**config.mk**
```make
export PLATFORM = sky130hd
export DESIGN_NAME = cmos_pixel_pack_flat
export DESIGN_NICKNAME = d
export VERILOG_FILES = /design/src/rtl/cmos_pkg.sv /design/src/rtl/cmos_pixel_pack_if.sv /design/src/rtl/cmos_line_chk.sv /design/src/rtl/cmos_pixel_pack.sv /design/src/flat_wrapper.sv
export SDC_FILE = /design/constraint.sdc
export NUM_CORES = 1
export LEC_CHECK = 0
export CORE_MARGIN = 1
export CORE_UTILIZATION = 30
export CTS_CLUSTER_SIZE = 24
export DETAILED_ROUTE_END_ITERATION = 12
export SKIP_LAST_GASP = 1
export SLEW_MARGIN = 20
export SYNTH_ARGS = -nofsm -noshare
export SYNTH_HDL_FRONTEND = slang
export SYNTH_SLANG_ARGS = --single-unit
export TNS_END_PERCENT = 10
```
**constraint.sdc**
```tcl
create_clock -name clk -period 3.46 [get_ports clk]
set_input_delay 0.865 -clock clk [delete_from_list [all_inputs] [get_ports clk]]
set_output_delay 0.865 -clock clk [all_outputs]
set_load 0.005 [all_outputs]
```
**src/rtl/cmos_pkg.sv**
```systemverilog
// cmos_pkg: shared types and defaults for the camera pixel packer.
// Holds the capture FSM state type and the default frame/line constants.
package cmos_pkg;

  typedef enum logic [1:0] {
    IDLE = 2'd0,
    WAIT = 2'd1,
    RUN  = 2'd2
  } state_t;

  localparam int WAIT_FRAME_DEF = 10;
  localparam int H_PIXEL_DEF    = 1024;

endpackage

```
**src/rtl/cmos_pixel_pack_if.sv**
```systemverilog
// cmos_pixel_pack_if: camera byte bus in, packed RGB565 frame bus out.
// master = camera/consumer side, slave = the packer.
interface cmos_pixel_pack_if;

  logic        cam_vsync;
  logic        cam_href;
  logic [7:0]  cam_data;
  logic        cmos_frame_vsync;
  logic        cmos_frame_href;
  logic        cmos_frame_valid;
  logic [15:0] cmos_frame_data;
  logic        line_err;

  modport master (
    output cam_vsync, cam_href, cam_data,
    input  cmos_frame_vsync, cmos_frame_href,
    input  cmos_frame_valid, cmos_frame_data,
    input  line_err
  );

  modport slave (
    input  cam_vsync, cam_href, cam_data,
    output cmos_frame_vsync, cmos_frame_href,
    output cmos_frame_valid, cmos_frame_data,
    output line_err
  );

endinterface

```
**src/rtl/cmos_line_chk.sv**
```systemverilog
// cmos_line_chk: counts valid pixels per line, flags lines != H_PIXEL.
// Ports: clk, rst_n, run, href, valid, vsync_rise in; sticky line_err out.
module cmos_line_chk
  import cmos_pkg::*;
#(
  parameter int H_PIXEL = H_PIXEL_DEF
) (
  input  logic clk,
  input  logic rst_n,
  input  logic run,
  input  logic href,
  input  logic valid,
  input  logic vsync_rise,
  output logic line_err
);

  localparam logic [11:0] H_CNT = 12'(H_PIXEL);

  logic        href_q;
  logic        run_q;
  logic [11:0] pix_cnt;
  logic        href_fall;
  logic        leave_run;
  logic        bad_line;

  assign href_fall = href_q & ~href;
  assign leave_run = run_q & ~run;
  assign bad_line  = href_fall & run & (pix_cnt != H_CNT);

  always_ff @(posedge clk or negedge rst_n) begin
    if (!rst_n) begin
      href_q   <= 1'b0;
      run_q    <= 1'b0;
      pix_cnt  <= '0;
      line_err <= 1'b0;
    end else begin
      href_q <= href;
      run_q  <= run;
      if (href_fall)
        pix_cnt <= '0;
      else if (valid)
        pix_cnt <= pix_cnt + 12'd1;
      // set beats clear when both land together
      if (bad_line)
        line_err <= 1'b1;
      else if (vsync_rise | leave_run)
        line_err <= 1'b0;
    end
  end

endmodule

```
**src/rtl/cmos_pixel_pack.sv**
```systemverilog
// cmos_pixel_pack: drops WAIT_FRAME frames, packs byte pairs to RGB565.
// Ports: clk, rst_n, capture_start, bus (slave); CMOS_LINE_CHECK_EN adds checker.
module cmos_pixel_pack
  import cmos_pkg::*;
#(
  parameter int WAIT_FRAME = WAIT_FRAME_DEF,
  parameter int H_PIXEL    = H_PIXEL_DEF
) (
  input  logic clk,
  input  logic rst_n,
  input  logic capture_start,
  cmos_pixel_pack_if.slave bus
);

  localparam logic [7:0] WAIT_CNT = 8'(WAIT_FRAME);

  logic        vsync_d0, vsync_d1;
  logic        href_d0, href_d1;
  logic [7:0]  data_d0;
  logic        vsync_rise;

  state_t      state, state_nxt;
  logic [7:0]  frame_cnt;
  logic        frame_ok;

  logic        byte_flag;
  logic [7:0]  hi_byte;
  logic        frame_vsync;
  logic        frame_href;
  logic        frame_valid;
  logic [15:0] frame_data;
  logic        line_err;

  always_ff @(posedge clk or negedge rst_n) begin
    if (!rst_n) begin
      vsync_d0 <= 1'b0;
      vsync_d1 <= 1'b0;
      href_d0  <= 1'b0;
      href_d1  <= 1'b0;
      data_d0  <= '0;
    end else begin
      vsync_d0 <= bus.cam_vsync;
      vsync_d1 <= vsync_d0;
      href_d0  <= bus.cam_href;
      href_d1  <= href_d0;
      data_d0  <= bus.cam_data;
    end
  end

  assign vsync_rise = vsync_d0 & ~vsync_d1;

  always_ff @(posedge clk or negedge rst_n) begin
    if (!rst_n)
      state <= IDLE;
    else
      state <= state_nxt;
  end

  always_ff @(posedge clk or negedge rst_n) begin
    if (!rst_n)
      frame_cnt <= '0;
    else if (!capture_start)
      frame_cnt <= '0;
    else if (state == WAIT && vsync_rise)
      frame_cnt <= frame_cnt + 8'd1;
  end

  // RUN is taken on the frame boundary after WAIT_FRAME
  // whole frames, so the first passed frame is complete
  always_comb begin
    state_nxt = state;
    if (!capture_start)
      state_nxt = IDLE;
    else begin
      unique case (state)
        IDLE: state_nxt = WAIT;
        WAIT: if (vsync_rise && frame_cnt == WAIT_CNT)
                state_nxt = RUN;
        RUN:  state_nxt = RUN;
        default: state_nxt = IDLE;
      endcase
    end
  end

  // capture_start folded in so an abort blanks outputs at once
  always_comb begin
    frame_ok = (state == RUN) && capture_start;
  end

  always_ff @(posedge clk or negedge rst_n) begin
    if (!rst_n) begin
      byte_flag   <= 1'b0;
      hi_byte     <= '0;
      frame_vsync <= 1'b0;
      frame_href  <= 1'b0;
      frame_valid <= 1'b0;
      frame_data  <= '0;
    end else begin
      frame_vsync <= vsync_d1 & frame_ok;
      frame_href  <= href_d1 & frame_ok;
      frame_valid <= 1'b0;
      if (!href_d0)
        byte_flag <= 1'b0;
      else begin
        byte_flag <= ~byte_flag;
        if (!byte_flag)
          hi_byte <= data_d0;
        else if (frame_ok) begin
          frame_data  <= {hi_byte, data_d0};
          frame_valid <= 1'b1;
        end
      end
    end
  end

`ifdef CMOS_LINE_CHECK_EN
  cmos_line_chk #(
    .H_PIXEL(H_PIXEL)
  ) u_line_chk (
    .clk       (clk),
    .rst_n     (rst_n),
    .run       (frame_ok),
    .href      (href_d1),
    .valid     (frame_valid),
    .vsync_rise(vsync_rise),
    .line_err  (line_err)
  );
`else
  // checker absent: H_PIXEL is non-negative, so this is 0
  assign line_err = (H_PIXEL < 0);
`endif

  assign bus.cmos_frame_vsync = frame_vsync;
  assign bus.cmos_frame_href  = frame_href;
  assign bus.cmos_frame_valid = frame_valid;
  assign bus.cmos_frame_data  = frame_data;
  assign bus.line_err         = line_err;

endmodule
```
**src/flat_wrapper.sv**
```systemverilog
// flat-port wrapper written by rule: the top's interface ports become plain ports
module cmos_pixel_pack_flat import cmos_pkg::*;
#(
  parameter int WAIT_FRAME = WAIT_FRAME_DEF,
  parameter int H_PIXEL    = H_PIXEL_DEF
)
  (clk, rst_n, capture_start, bus_cam_vsync, bus_cam_href, bus_cam_data, bus_cmos_frame_vsync, bus_cmos_frame_href, bus_cmos_frame_valid, bus_cmos_frame_data, bus_line_err);
  cmos_pixel_pack_if bus_i ();
  input  logic clk;
  input  logic rst_n;
  input  logic capture_start;
  input wire logic [$bits(bus_i.cam_vsync)-1:0] bus_cam_vsync;
  input wire logic [$bits(bus_i.cam_href)-1:0] bus_cam_href;
  input wire logic [$bits(bus_i.cam_data)-1:0] bus_cam_data;
  output wire logic [$bits(bus_i.cmos_frame_vsync)-1:0] bus_cmos_frame_vsync;
  output wire logic [$bits(bus_i.cmos_frame_href)-1:0] bus_cmos_frame_href;
  output wire logic [$bits(bus_i.cmos_frame_valid)-1:0] bus_cmos_frame_valid;
  output wire logic [$bits(bus_i.cmos_frame_data)-1:0] bus_cmos_frame_data;
  output wire logic [$bits(bus_i.line_err)-1:0] bus_line_err;
  assign bus_i.cam_vsync = bus_cam_vsync;
  assign bus_i.cam_href = bus_cam_href;
  assign bus_i.cam_data = bus_cam_data;
  assign bus_cmos_frame_vsync = bus_i.cmos_frame_vsync;
  assign bus_cmos_frame_href = bus_i.cmos_frame_href;
  assign bus_cmos_frame_valid = bus_i.cmos_frame_valid;
  assign bus_cmos_frame_data = bus_i.cmos_frame_data;
  assign bus_line_err = bus_i.line_err;
  cmos_pixel_pack #(.WAIT_FRAME(WAIT_FRAME), .H_PIXEL(H_PIXEL)) u_core (.clk(clk), .rst_n(rst_n), .capture_start(capture_start), .bus(bus_i));
endmodule
```
## Yosys cells after proc, flatten, opt, wreduce, memory -nomap -nowiden

Cells that the tools add are included.

| storage, ports and cells | value |
|---|---|
| register bits | 50 |
| output and inout bits | 20 |
| word-level logic and storage cells | 39 |

| operators by class | value |
|---|---|
| bitwise operators | 5 |
| $add $sub $neg | 1 |
| reductions and logical operators | 6 |
| multiplexer cells | 9 |
| equality and inequality tests | 5 |

Operator list:

| kind | count |
|---|---|
| $mux W8 | 2 |
| $add A8 B1 Y8 const B | 1 |
| $eq A8 B4 Y1 const B | 1 |
| $pmux W2 S3 | 1 |
| $mux W1 | 4 |
| $mux W2 | 2 |
| $and A1 B1 Y1 | 3 |
| $logic_and A1 B1 Y1 | 3 |
| $ne A3 B3 Y1 const B | 1 |
| $reduce_and A3 Y1 | 1 |
| $eq A2 B1 Y1 const B | 1 |
| $eq A2 B2 Y1 const B | 1 |
| $logic_not A2 Y1 | 1 |
| $ne A2 B1 Y1 const B | 1 |
| $not A1 Y1 | 2 |
| $reduce_and A2 Y1 | 1 |

## Depth between registers and ports, before layout

| logic depth | value |
|---|---|
| depth after elaboration | 6 |
| gate-level depth with buffers | 5 |
| gate-level depth less buffers | 5 |

## Least setup slack after synthesis

OpenSTA, ideal clock, no wires.

| path | value |
|---|---|
| path kind | in2reg |
| start point | input port capture_start |
| end point | register u_core.frame_data[10] (netlist: u_core.bus.cmos_frame_data[10]) |
| required time | 3.335 ns |
| stages | 3 |
| arrival | 1.589 ns |
| slack | 1.746 ns |
| path through | nand4_2 > buf_2 > mux2_2 |

| on the way | value |
|---|---|
| word-level cells in the longest chain between the ends | 2 |

RTL lines:

| item | line | text |
|---|---|---|
| from (decl) | flat_wrapper.sv:11 | `input logic capture_start;` |
| $logic_and A1 B1 Y1 | cmos_pixel_pack.sv:87 | `frame_ok = (state == RUN) && capture_start;` |
| $reduce_and A3 Y1 (no source line) | n/a |  |
| to (signal assigned) | cmos_pixel_pack.sv:109 | `frame_data <= {hi_byte, data_d0};` |
| to (decl) | cmos_pixel_pack.sv:31 | `logic [15:0] frame_data;` |

Every way passes these cells.
A chain may end at the register's enable or synchronous reset.

## Worst setup path in the final report

| path | value |
|---|---|
| start point | input port capture_start |
| end point | register u_core.frame_data[1] (netlist: u_core.bus.cmos_frame_data[1]) |

The elaborated chain is that of the path after synthesis.

==> flow_metrics.tcl <==
set metrics [dict create \
    critPathMaxFanout 17 \
    outcome "completed" \
    n_fill_cell 601 \
    timing.final.crit_share_pct 66.1 \
    grt_pass1_wl_um 5820 \
    cts-root-buf "clkbuf_8" \
    fin_area_um2 2430 \
    final_common_cell "dfrtp_1" \
    syn_area_per_cell_um2 14.3 \
    finalSetupViolCount 0 \
    detail_route.first_pass.iterations 4 \
    finalMaxSlewViolations 0 \
    clockBufferDepth 2 \
    rsz0062_at_grt "false" \
    start_util_pct 32.0 \
    clock_skew_ps 6.84 \
    drc 0 \
    place.gp.congestion 0.736 \
    cts.sink_count 50 \
    rr_worst_depth 5 \
    final_cell_mix "dfrtp_1 (50), clkdlybuf4s50_1 (30), mux2_2 (24)" \
    finalHoldViolCount 0 \
    syn_inst 136 \
    start_kind "primary input" \
    numCtsBuffers 5 \
    post_dp_cell_area_um2 2330 \
    dp_hpwl_um 2370 \
    max_slew_margin_pct 41.5 \
    grt.overflow.total 0 \
    cp_data_required_time_ps 3650 \
    area_growth_pct 24.8 \
    finalCriticalPeriod_ps 2290 \
    track_usage_pct 11.8 \
    syn_area_um2 1950 \
    synth_nets 154 \
    num_antenna_cells 0 \
    nets 189 \
    arrival_ps 2480 \
    die_area_um2 6820 \
    portBuffers 31 \
    hold_buffers 0 \
    multi_input_area_um2 657 \
    num_rows 28 \
    min-delay-path-class "flip-flop to flip-flop" \
    ioPinCount 33 \
    ys_seq_elements 50 \
    htreeDepth 2 \
    fp.dieW_um 82.6 \
    vias_per_cell 4.77 \
    leakage_nw 1.09 \
    ant_nets 0 \
    wl_um 3450 \
    setup_slack_ps 1170 \
    ys_warn_count 0 \
    power.density_nw_per_um2 625 \
    endpoint_kind "flip-flop" \
    fmax_ghz 0.437 \
    postCtsSetupBuffers 0 \
    synth-seq-area-share_pct 64.2 \
    critical_path_class "primary input to flip-flop" \
    drtIter0Drc 74 \
    clk_pin_slew_worst_paths_ps 90 \
    antenna_found_initial 0 \
    clock_latency_ps 300 \
    ys_types 30 \
    vias 1177 \
    tightest_slew_ps 875 \
    cts-resized-gates 0 \
    grt_pass1_vias 1241 \
    min_path_cells 0 \
    ir_drop_v 0.000303 \
    drive_above_1_share_pct 22.7 \
    tns_ps 0 \
    grt_max_degree 51 \
    regArea_um2 1250 \
    die_y_um 82.6 \
    core_area_um2 6100 \
    dp_slack_ps 842 \
    cts_tree "yes" \
    wl_per_cell_um 14.0 \
    cap_violations 0 \
]
-- kinds of logic after synthesis --
| kind of cell | count (synthesis) | share of synthesized area, % |
|---|---|---|
| DFF | 50 | 64.2 |
| buffers and inverters | 9 | 2.06 |
| AOI/OAI and AO/OA | 15 | 4.88 |
| adders and majority gates | 5 | 3.21 |
| other | 1 | 0.192 |
| and+or+nand+nor | 30 | 10.7 |
| muxes | 24 | 13.9 |
| xor gates and xnor gates | 2 | 0.899 |
-- critical path, cell delays in order --
cell and delay, ps:
clkdlybuf4s50_1 610, nand4_2 530, mux2_2 470
-- worst paths after layout --
check                           slack [ps]                       endpoint            start
min in group asynchronous              580            u_core.frame_cnt[1]            rst_n
worst max register to register        1670            u_core.frame_cnt[6]  u_core.state[1]
worst max-delay path                  1170  u_core.bus.cmos_frame_data[1]    capture_start
worst min register to register         430                 u_core.href_d1   u_core.href_d0
worst min-delay path                   430                 u_core.href_d1   u_core.href_d0
max in group asynchronous             2480              u_core.data_d0[7]            rst_n
-- area by class of cell --
| class | count | share of cell area, % |
|---|---|---|
| Tap cell | 75 | 3.86 |
| Clock buffer | 6 | 3.40 |
| Sequential cell | 50 | 51.5 |
| Clock inverter | 2 | 0.669 |
| Timing Repair Buffer | 31 | 12.7 |
| Inverter | 6 | 0.926 |
| Multi-Input combinational cell | 77 | 27.0 |
-- power by group --
group          internal, W  switching, W  total, W
clock network     0.000165      0.000195  0.000360
registers         0.000698     0.0000714  0.000769
logic             0.000250      0.000141  0.000391
-- synthesized netlist by cell type, drive strengths merged --
library cell / instances / area share [%]
nor2: 3 / 0.58
nand4b: 2 / 1.7
or3: 3 / 1.2
nand3: 2 / 0.51
and3b: 1 / 0.51
buf: 3 / 0.90
and3: 2 / 0.64
a21oi: 5 / 1.3
or4: 2 / 0.77
a211oi: 1 / 0.39
xor2: 1 / 0.45
a2bb2oi: 2 / 0.90
xnor2: 1 / 0.45
o211ai: 2 / 0.77
ha: 5 / 3.2
dfrtp: 50 / 64
nor3b: 1 / 0.39
inv: 6 / 1.2
o21ai: 3 / 0.77
o31ai: 2 / 0.77
mux2: 24 / 14
nor4b: 1 / 0.45
nor2b: 2 / 0.64
nand4: 4 / 1.6
conb: 1 / 0.19
and2: 3 / 0.96
nand2: 4 / 0.77
-- flip-flops by register name, indices dropped and copies added, names as in the netlist --
name	cells
u_core.state	2
u_core.vsync_d1	1
u_core.frame_cnt	8
u_core.data_d0	8
u_core.bus.cmos_frame_valid	1
u_core.href_d1	1
u_core.vsync_d0	1
u_core.href_d0	1
u_core.byte_flag	1
u_core.hi_byte	8
u_core.bus.cmos_frame_vsync	1
u_core.bus.cmos_frame_data	16
u_core.bus.cmos_frame_href	1
-- metrics by stage --
step                instances  utilization [%]  power, W  hold WS, ps
finish                    247             39.9   0.00152          426
global route              247             39.9   0.00161          451
CTS                       247             39.8   0.00154          430
detailed placement        239             38.2   0.00117          400
global placement          239             38.2   0.00115          407
floorplan                 136                -  0.000937          386
-- layer usage --
layer / up-vias / global-route usage [%] / routed length, um
li1: 544 / - / -
met2: 35 / 18.7 / 1640
met1: 593 / 15.0 / 1600
met3: 5 / 3.52 / 162
met5: - / 0 / 0
met4: 0 / 4.66 / 50
(Power assumes the default switching activity.)
